$ cat config.mk
export PLATFORM = sky130hd
export DESIGN_NAME = piso_tx_74
export DESIGN_NICKNAME = d
export VERILOG_FILES = /design/src/rtl/piso_tx_74_counter_161.sv /design/src/rtl/piso_tx_74.sv
export SDC_FILE = /design/constraint.sdc
export NUM_CORES = 1
export LEC_CHECK = 0
export CELL_PAD_IN_SITES_DETAIL_PLACEMENT = 1
export CELL_PAD_IN_SITES_GLOBAL_PLACEMENT = 1
export CORE_MARGIN = 1
export CORE_UTILIZATION = 30
export DETAILED_ROUTE_END_ITERATION = 16
export PLACE_DENSITY = 0.63
export SLEW_MARGIN = 10
export SYNTH_ARGS = -nofsm -noshare
export SYNTH_HDL_FRONTEND = slang
export SYNTH_HIERARCHICAL = 1
export SYNTH_SLANG_ARGS = --single-unit
export TNS_END_PERCENT = 5
$ cat constraint.sdc
create_clock -name cp -period 1.4 [get_ports cp]
set_input_delay 0.42 -clock cp [delete_from_list [all_inputs] [get_ports cp]]
set_output_delay 0.42 -clock cp [all_outputs]
set_load 0.02 [all_outputs]
$ cat src/rtl/piso_tx_74_counter_161.sv
// rtl/piso_tx_74_counter_161.sv - loadable down-counter with async clear and terminal-zero flag
// Counts down on en and parks at zero; it never wraps.
module counter_161 #(
  parameter int W = 3
) (
  input  logic         clk,
  input  logic         clr_n,
  input  logic         load,
  input  logic [W-1:0] din,
  input  logic         en,
  output logic         tz
);

  logic [W-1:0] r_cnt;

  always_ff @(posedge clk or negedge clr_n) begin
    if (!clr_n) begin
      r_cnt <= '0;
    end else if (load) begin
      r_cnt <= din;
    end else if (en && (r_cnt != '0)) begin
      r_cnt <= r_cnt - 1'b1;
    end
  end

  assign tz = (r_cnt == '0);

endmodule

$ cat src/rtl/piso_tx_74.sv
// rtl/piso_tx_74.sv - parallel-in/serial-out transmitter, MSB first
// 165-style shift register and IDLE/SHIFT/DONE sequencer; bit counting lives in counter_161.
module piso_tx_74 #(
  parameter int WIDTH = 8
) (
  input  logic             cp,
  input  logic             mrn,
  input  logic [WIDTH-1:0] d,
  input  logic             pln,
  input  logic             ce,
  input  logic             ds,
  output logic             q7,
  output logic             q7n,
  output logic             busy,
  output logic             done
);

  localparam int CW = $clog2(WIDTH);
  localparam logic [CW-1:0] LOAD_VAL = CW'(WIDTH - 1);

  typedef enum logic [1:0] {
    S_IDLE  = 2'd0,
    S_SHIFT = 2'd1,
    S_DONE  = 2'd2
  } state_t;

  state_t           r_state;
  logic [WIDTH-1:0] r_sr;
  logic             r_busy;
  logic             r_done;
  logic             w_load;
  logic             w_shift;
  logic             w_tz;

  // Loads are only honoured outside SHIFT, so a word in flight is never disturbed.
  assign w_load  = (r_state != S_SHIFT) && !pln;
  assign w_shift = (r_state == S_SHIFT) && ce;

  counter_161 #(.W(CW)) u_cnt (
    .clk   (cp),
    .clr_n (mrn),
    .load  (w_load),
    .din   (LOAD_VAL),
    .en    (w_shift),
    .tz    (w_tz)
  );

  always_ff @(posedge cp or negedge mrn) begin
    if (!mrn) begin
      r_state <= S_IDLE;
      r_sr    <= '0;
      r_busy  <= 1'b0;
      r_done  <= 1'b0;
    end else begin
      r_done <= 1'b0;
      case (r_state)
        S_IDLE, S_DONE: begin
          if (!pln) begin
            r_sr    <= d;
            r_busy  <= 1'b1;
            r_state <= S_SHIFT;
          end else begin
            r_state <= S_IDLE;
          end
        end
        S_SHIFT: begin
          if (ce) begin
            r_sr <= {r_sr[WIDTH-2:0], ds};
            // The terminal-zero edge still shifts: the last bit leaves here.
            if (w_tz) begin
              r_busy  <= 1'b0;
              r_done  <= 1'b1;
              r_state <= S_DONE;
            end
          end
        end
        default: begin
          r_state <= S_IDLE;
          r_busy  <= 1'b0;
        end
      endcase
    end
  end

  assign q7   = r_sr[WIDTH-1];
  assign q7n  = ~r_sr[WIDTH-1];
  assign busy = r_busy;
  assign done = r_done;

endmodule

==> impl_metrics.json, run 1 <==
{
  "outcome": "finished, violations left",
  "violations": "DRC",
  "drv_slew": 0,
  "antennaDiodeCount": 0,
  "dp_cells": 138,
  "final_hold_viol_count": 0,
  "setup_violations": 0,
  "core_area_mm2": 0.00283,
  "drt_iter0_drc": 9,
  "synth_top_cell_by_area": "dfrtp_1",
  "clockBufferDepth": 2,
  "synth_adder_area_share_pct": 2.72,
  "grt_pass1_vias": 798,
  "die_area_mm2": 0.00330,
  "yosysWarnings": 6,
  "grt_antenna_before_repair": 0,
  "muxShareOfSynthArea_pct": 0,
  "routabilityCongestion": 0.707,
  "final_util_pct": 44.9,
  "cts_made_buffers": 3,
  "rr_startpoint": "r_state[0]",
  "hold_ws_ns": 0.452,
  "drc": 1,
  "multiInputGateArea_um2": 504,
  "yosys.area_share.simple_pct": 26.2,
  "worstPathArrival_ns": 1.56,
  "crit_fanout": 8,
  "num_rows": 19,
  "synth.most_common_cell": "dfrtp_1",
  "h-tree-depth": 1,
  "portBuffers": 16,
  "fin_skew_ns": 0.00644,
  "rsz0062_at_grt": "true",
  "start_util_pct": 32.6,
  "dieWidth_um": 57.4,
  "grt_max_degree": 16,
  "vdd_drop_max_uv": 774,
  "min_path_type": "in -> async",
  "yosysTopAreaCellShare_pct": 40.8,
  "synth_seq_area_share_pct": 40.8,
  "leakage_nw": 0.603,
  "required_ns": 1.57,
  "synth_compound_area_share_pct": 19.3,
  "synth.area.top_cells": "dfrtp_1, a311oi_2, and4bb_1, inv_1, nor3_1",
  "grt_overflow": 0,
  "synth_common_cells": "dfrtp_1, inv_1, a311oi_2, nor3_1, and4bb_1",
  "finalNonFillerCells": 144,
  "die_height_um": 57.4,
  "syn_inst": 82,
  "yosys_most_used_dff": "dfrtp_1",
  "layout.area.seq_um2": 375,
  "finalCritPeriodShare_pct": 99.1,
  "ant_nets": 0,
  "synthXorXnorAreaFrac_pct": 0,
  "setup_slack_ns": 0.0119,
  "synth_seq_cells": 15,
  "cts-root-buf": "clkbuf_4",
  "cts_tree": "yes",
  "netlist_area_um2": 921,
  "synth_edf_count": 0,
  "worstSetupStartpoint": "r_state[0]",
  "ys_types": 27,
  "min_period_ns": 1.39,
  "io_pins": 17,
  "worst-setup-path-type": "reg -> reg",
  "nets": 129,
  "fillers": 318,
  "syn2layout_area_growth_pct": 38.0,
  "place_hpwl_um": 1520,
  "pwr_density_cell_mw_per_mm2": 1940,
  "fmax_mhz": 720,
  "pre_cts_slack_ns": -0.458,
  "wl_um": 2180,
  "grt_pass1_wl_um": 3630,
  "wl_per_cell_um": 15.1,
  "grt_usage_pct": 14.3,
  "clock_latency_ns": 0.28,
  "vias": 711,
  "startpoint_type": "register",
  "layout-drive-gt1-share_pct": 38.1,
  "async_flop_share_pct": 100,
  "synth_top_family_by_area": "simple AND/OR/NAND/NOR gates",
  "cts.sinks": 15,
  "routed_via_density": 4.94,
  "critPathCaptureType": "register",
  "clkTransAtPathRegs_ns": 0.10,
  "cap_violations": 0,
  "syn_area_per_cell_um2": 11.2,
  "dr.pass1.iters": 10
}
-- power breakdown --
part / internal, W / switching, W / total [W]
combinational: 0.000786 / 0.000698 / 0.00148
clock: 0.000110 / 0.000148 / 0.000259
sequential: 0.000631 / 0.0000937 / 0.000725
-- worst paths after layout --
check	endpoint	slack, ns	cells after the start
max	u_cnt/r_cnt[0]	0.01	4
min	u_cnt/r_cnt[1]	0.45	2
max reg2reg	u_cnt/r_cnt[0]	0.01	4
min reg2reg	r_sr[6]	0.56	2
max in group asynchronous	r_state[1]	0.76	2
min in group cp	r_sr[6]	0.56	2
-- timing repair --
item                                    CTS  global route
pin swaps                                 0             1
hold buffers                              0             0
endpoints found under the hold margin     0             0
endpoints found under the setup margin   16            16
setup buffers                             0             2
resized for setup                        13            14
-- critical path: stages, from the launching register on --
cell,delay (ns)
dfrtp_1,0.40
nor2b_2,0.18
nor2_4,0.19
and2b_4,0.22
a221o_1,0.30
-- layer usage --
layer | part of all wire [%] | vias to the layer above | GRT usage, %
li1 | - | 358 | -
met1 | 46 | 341 | 17.6
met2 | 49 | 10 | 25.4
met3 | 4.1 | 2 | 2.27
met4 | 0.87 | 0 | 4.18
met5 | 0 | - | 0
-- stage by stage --
stage	TNS, ns	cell area (um2)	power, W
2_1_floorplan	0	932	0.00164
3_3_place_gp	-4.25	1190	0.00202
3_5_place_dp	-4.57	1190	0.00206
4_1_cts	-0.236	1210	0.00233
5_1_grt	-0.0353	1270	0.00265
6_report	0	1270	0.00247
-- registers in the layout, indices dropped and copies added (netlist names) --
name / count
r_sr: 8
u_cnt/r_cnt: 3
r_state: 2
busy: 1
done: 1
-- cells by family after synthesis --
family / Yosys count
simple gates: 29
buf+inv: 20
flops: 15
fa+ha+maj: 2
other cells: 1
compound gates: 15
-- final cells by class --
| type | instances | share of cell area [%] |
|---|---|---|
| multi-input combinational | 49 | 39.7 |
| inverter | 13 | 3.84 |
| timing repair buffer | 32 | 21.9 |
| tap | 31 | 3.05 |
| sequential | 15 | 29.5 |
| clock buffer | 4 | 2.07 |
-- cells in the final DEF (no fill, tap or decap) --
master and count:
a21o_1 1, a21oi_2 1, a221o_1 3, a311oi_2 8, and2b_4 1, and3_1 2, and4bb_1 6, buf_2 1
buf_4 14, buf_6 1, buf_8 1, clkbuf_1 1, clkbuf_2 2, clkbuf_4 3, clkdlybuf4s15_1 1, clkdlybuf4s50_1 10
conb_1 3, dfrtp_1 15, dlygate4sd2_1 1, dlymetal6s2s_1 1, ha_2 1, ha_4 1, inv_1 12, inv_2 1
nand2b_4 1, nand3b_4 1, nor2_4 1, nor2b_1 2, nor2b_2 1, nor3_1 8, nor4b_1 1, nor4b_2 2
nor4bb_1 2, o21ai_1 1, o21ba_2 1, or2_4 1
(Power assumes the default switching activity.)
==> run 2: changes to the inputs <==
--- a/config.mk
+++ b/config.mk
@@ -8,9 +8,9 @@
 export CELL_PAD_IN_SITES_DETAIL_PLACEMENT = 1
 export CELL_PAD_IN_SITES_GLOBAL_PLACEMENT = 1
 export CORE_MARGIN = 1
-export CORE_UTILIZATION = 30
+export CORE_UTILIZATION = 28
 export DETAILED_ROUTE_END_ITERATION = 16
-export PLACE_DENSITY = 0.63
+export PLACE_DENSITY = 0.59
 export SLEW_MARGIN = 10
 export SYNTH_ARGS = -nofsm -noshare
 export SYNTH_HDL_FRONTEND = slang
==> run 2 against run 1 <==
  * Clock skew down 0.0055 ns
  * Design area grew 3.5%
  * Global-route usage increased by 2.0 points
  * Sequential share of layout area down 1.0 points
  * Sequential cell count is the same
  * Routed wire length rose by 9.7%
  * First-iteration DRC count increased by 110%
  * Fmax grew 1.7%
  * Count of clock-buffer cells in the layout did not move
  * Via count up 8.4%
  * Critical path depth shrank 3
  * The flow now finishes without violations
  * Die area up 6.9%
==> impl_metrics.json, run 2 (synthesis results as in run 1) <==
{
  "grt_pass1_vias": 836,
  "dieWidth_um": 59.4,
  "crit_chain": "clkdlybuf4s15_1",
  "worst-setup-path-type": "reg -> out",
  "vias": 771,
  "pre_cts_slack_ns": -0.385,
  "routed_via_density": 4.79,
  "grt_antenna_before_repair": 0,
  "crit_fanout": 1,
  "min_period_ns": 1.36,
  "die_height_um": 59.4,
  "min_path_type": "in -> async",
  "io_pins": 17,
  "die_area_mm2": 0.00352,
  "cap_violations": 0,
  "setup_violations": 0,
  "cts_tree": "yes",
  "hold_buffers": 0,
  "critPathBufInv": 1,
  "wl_um": 2390,
  "grt_max_degree": 16,
  "layout_common_cells": "buf_4, dfrtp_1, inv_1",
  "setup_slack_ns": 0.0350,
  "top_regs": "r_sr: 8 flops, u_cnt/r_cnt: 3 flops, r_state: 2 flops",
  "clock_latency_ns": 0.29,
  "cts_made_buffers": 3,
  "startpoint_type": "register",
  "finalCritPeriodShare_pct": 97.5,
  "place_hpwl_um": 1750,
  "syn2layout_area_growth_pct": 42.9,
  "drv_slew": 0,
  "hold_ws_ns": 0.439,
  "outcome": "complete, no violations",
  "ant_nets": 0,
  "nets": 133,
  "vdd_drop_max_uv": 868,
  "routabilityCongestion": 0.726,
  "start_util_pct": 29.9,
  "slowest_stage": "dfrtp_1",
  "grt_pass1_wl_um": 3990,
  "p_total_w": 0.00254,
  "cts.sinks": 15,
  "core_area_mm2": 0.00308,
  "fin_skew_ns": 0.000902,
  "antennaDiodeCount": 0,
  "drt_iter0_drc": 19,
  "final_hold_viol_count": 0,
  "slowest_delay_ns": 0.37,
  "num_rows": 20,
  "pwr_density_cell_mw_per_mm2": 1930,
  "largest_register_ffs": 8,
  "finalNonFillerCells": 161,
  "portBuffers": 16,
  "dp_cells": 157,
  "leakage_nw": 0.623,
  "cts-root-buf": "clkbuf_4",
  "layout-drive-gt1-share_pct": 39.3,
  "h-tree-depth": 1,
  "fmax_mhz": 733,
  "final_util_pct": 42.8,
  "worstPathArrival_ns": 0.94,
  "rsz0062_at_grt": "true",
  "cp_top_family": "flip-flops",
  "drc": 0,
  "required_ns": 0.98,
  "layout_commonest_cell": "buf_4",
  "clockBufferDepth": 2,
  "clkTransAtPathRegs_ns": 0.09,
  "dr.pass1.iters": 2,
  "fillers": 363,
  "top_register": "r_sr",
  "wl_per_cell_um": 14.9,
  "grt_overflow": 0,
  "critPathCaptureType": "primary output",
  "grt_usage_pct": 16.3
}
[run 2: area by class of cell]
type | instances | area (um2) | area share [%]
inverter | 13 | 48.8 | 3.71
clock buffer | 4 | 26.3 | 2.00
sequential | 15 | 375 | 28.5
tap | 44 | 55.1 | 4.18
timing repair buffer | 36 | 297 | 22.5
multi-input combinational | 49 | 514 | 39.1
[run 2: path summary, 6_finish.rpt]
kind                       slack, ns              to           start  depth (start not counted)
min in group cp                 0.55         r_sr[1]         r_sr[1]                          2
min                             0.44         r_sr[7]             mrn                          2
max in group asynchronous       0.77         r_sr[0]             mrn                          2
max                             0.04            done            done                          1
max reg2reg                     0.04  u_cnt/r_cnt[0]  u_cnt/r_cnt[0]                          5
min reg2reg                     0.55         r_sr[1]         r_sr[1]                          2
[run 2: timing repair]
action | CTS | global route
gates cloned | 0 | 0
setup buffers | 0 | 0
endpoints found under the setup margin | 7 | 14
resized for setup | 17 | 6
pin swaps | 0 | 0
[run 2: layer usage]
| metal | track usage (%) | vias up | wire length [um] |
|---|---|---|---|
| li1 | - | 368 | - |
| met5 | 0 | - | 0 |
| met2 | 27.9 | 16 | 1190 |
| met3 | 2.62 | 5 | 78 |
| met1 | 19.1 | 382 | 1060 |
| met4 | 9.18 | 0 | 61 |
[run 2: where the power goes]
group          switching [W]  internal (W)
Clock               0.000154      0.000111
Sequential         0.0000985      0.000632
Combinational       0.000723      0.000825
[run 2: stage by stage]
| stage | instance area, um2 | TNS [ns] |
|---|---|---|
| after floorplan | 932 | 0 |
| after global placement | 1250 | -3.45 |
| after detailed placement | 1250 | -3.68 |
| after CTS | 1300 | -0.00128 |
| after global routing | 1320 | -0.0233 |
| final | 1320 | 0 |
==> run 3: changes to the inputs <==
--- a/config.mk
+++ b/config.mk
@@ -5,12 +5,13 @@
 export SDC_FILE = /design/constraint.sdc
 export NUM_CORES = 1
 export LEC_CHECK = 0
+export ABC_AREA = 1
 export CELL_PAD_IN_SITES_DETAIL_PLACEMENT = 1
 export CELL_PAD_IN_SITES_GLOBAL_PLACEMENT = 1
 export CORE_MARGIN = 1
-export CORE_UTILIZATION = 28
+export CORE_UTILIZATION = 31
 export DETAILED_ROUTE_END_ITERATION = 16
-export PLACE_DENSITY = 0.59
+export PLACE_DENSITY = 0.71
 export SLEW_MARGIN = 10
 export SYNTH_ARGS = -nofsm -noshare
 export SYNTH_HDL_FRONTEND = slang
==> run 3 against run 2 <==
  * Sequential share of layout area increased by 7.0 points
  * First-iteration DRC count decreased by 68%
  * Die area decreased by 21%
  * Clock skew increased by 0.0021 ns
  * Critical path depth increased by 1
  * Count of clock-buffer cells in the layout unchanged
  * Utilization increased by 0.30 points
  * Register-to-register slack improved by 0.11 ns
  * Critical endpoint is now q7n
==> impl_metrics.json, run 3 <==
{
  "grt_antenna_before_repair": 0,
  "place_area_mm2": 0.00105,
  "layout.area.seq_um2": 375,
  "clkTransAtPathRegs_ns": 0.09,
  "cap_violations": 0,
  "place_hpwl_um": 1490,
  "synth_top_cell_by_area": "dfrtp_1",
  "nets": 149,
  "synth.area.top_cells": "dfrtp_1, nand2_1, nand3_1, ha_1, inv_1",
  "top_register": "r_sr",
  "setup_slack_ns": 0.0795,
  "yosys_most_used_dff": "dfrtp_1",
  "leakage_nw": 0.568,
  "final_area_mm2": 0.00106,
  "layout-drive-gt1-share_pct": 18.8,
  "synth.most_common_cell": "nand2_1",
  "worstPathArrival_ns": 0.90,
  "clockBufferDepth": 2,
  "core_area_mm2": 0.00245,
  "fmax_mhz": 757,
  "syn2layout_area_growth_pct": 31.8,
  "grt_usage_pct": 16.7,
  "io_pins": 17,
  "vias": 764,
  "wl_um": 2000,
  "h-tree-depth": 1,
  "pwr_density_cell_mw_per_mm2": 2070,
  "hold_buffers": 0,
  "routed_via_density": 4.69,
  "ys_types": 15,
  "layout_commonest_cell": "nand2_1",
  "final_hold_viol_count": 0,
  "synth_common_cells": "nand2_1, nand3_1, dfrtp_1",
  "drc": 0,
  "min_period_ns": 1.32,
  "finalCritPeriodShare_pct": 94.3,
  "pre_cts_slack_ns": -0.275,
  "netlist_area_um2": 802,
  "dieWidth_um": 52.9,
  "antennaDiodeCount": 0,
  "finalSetupTns_ns": 0,
  "cts_tree": "yes",
  "portBuffers": 16,
  "top_regs": "r_sr: 8 flops, u_cnt/r_cnt: 3 flops, r_state: 2 flops",
  "grt_pass1_vias": 744,
  "grt_overflow": 0,
  "num_rows": 18,
  "syn_inst": 107,
  "synth_seq_cells": 15,
  "synth_seq_area_share_pct": 46.8,
  "wl_per_cell_um": 12.3,
  "dr.pass1.iters": 2,
  "rsz0062_at_grt": "false",
  "multiInputGateArea_um2": 390,
  "min_path_type": "in -> async",
  "cts-root-buf": "clkbuf_4",
  "routabilityCongestion": 0.707,
  "die_area_mm2": 0.00279,
  "start_util_pct": 32.7,
  "clock_latency_ns": 0.29,
  "syn_area_per_cell_um2": 7.50,
  "synth_edf_count": 0,
  "crit_fanout": 3,
  "cts_made_buffers": 3,
  "drt_iter0_drc": 6,
  "async_flop_share_pct": 100,
  "ant_nets": 0,
  "worst-setup-path-type": "reg -> out",
  "largest_register_ffs": 8,
  "setup_violations": 0,
  "yosysTopAreaCellShare_pct": 46.8,
  "layout_common_cells": "nand2_1, nand3_1, dfrtp_1",
  "outcome": "complete, no violations",
  "vdd_drop_max_uv": 1060,
  "cts_setup_buffers": 0,
  "critPathCaptureType": "primary output",
  "grt_max_degree": 16,
  "grt_pass1_wl_um": 3280,
  "yosysWarnings": 6,
  "required_ns": 0.98,
  "die_height_um": 52.9,
  "fillers": 323,
  "fin_skew_ns": 0.00297,
  "drv_slew": 0,
  "cts.sinks": 15,
  "startpoint_type": "register"
}
==> run 3: cell types whose count changed after synthesis, sizes merged, moves of 5 or more <==
cell / previous run / this run
nor2: 1 / 6
nor3: 8 / 0
nand2: 0 / 48
nand3: 0 / 20
buf: 6 / 1
a311oi: 8 / 0
and4bb: 6 / 0
==> run 3: worst max-delay path, stage by stage, from the launching register on <==
cell     delay [ns]
dfrtp_1        0.40
inv_1          0.06
buf_2          0.15
==> run 3: report_power, final <==
group | leakage (nW) | internal, W | switching (W)
combinational | 0.364 | 0.000459 | 0.000729
clock | 0.0150 | 0.000111 | 0.000144
sequential | 0.189 | 0.000627 | 0.000115
==> run 3: timing repair <==
action	CTS	global route
setup endpoints to repair	4	6
gates cloned	0	0
resized for setup	11	5
==> run 3: through the flow <==
step	hold WS [ns]	cells	util, %	total power (W)
after detailed placement	0.498	159	42.6	0.00199
final	0.443	163	43.1	0.00218
after global placement	0.496	159	42.6	0.00193
after floorplan	0.124	109	-	0.00155
after global routing	0.451	163	43.1	0.00241
after CTS	0.444	163	43.5	0.00222
==> run 3: path summary, 6_finish.rpt <==
check                                 end  cells after the start           start  slack [ns]
max                                   q7n                      2         r_sr[7]        0.08
min                        u_cnt/r_cnt[1]                      2             mrn        0.44
max reg2reg                u_cnt/r_cnt[2]                      6  u_cnt/r_cnt[0]        0.15
min reg2reg                       r_sr[1]                      2         r_sr[1]        0.52
max in group asynchronous         r_sr[4]                      2             mrn        0.77
min in group cp                   r_sr[1]                      2         r_sr[1]        0.52
==> run 3: cells by family (layout without fill, tap and decap cells) <==
logic type                 count (synthesis)  count (layout)  synth area share (%)
other                                      1               3                 0.468
DFF                                       15              15                  46.8
AOI/OAI and AO/OA                          4               4                  2.96
adders and majority gates                  2               2                  3.12
and+or+nand+nor                           74              74                  40.6
buffers and inverters                     11              35                  6.08
==> run 3: layer usage <==
metal	share of wire (%)	GRT usage (%)	vias to the layer above	routed length, um
li1	-	-	391	-
met1	49	21.2	360	986
met2	46	27.2	11	926
met3	3.6	6.03	2	71
met4	0.70	2.63	0	14
met5	0	0	-	0
==> run 3: cell type report <==
type	count	share of cell area [%]
clock buffer	4	2.49
inverter	10	3.55
multi-input combinational	83	36.9
sequential	15	35.5
tap	30	3.55
timing repair buffer	21	18.0
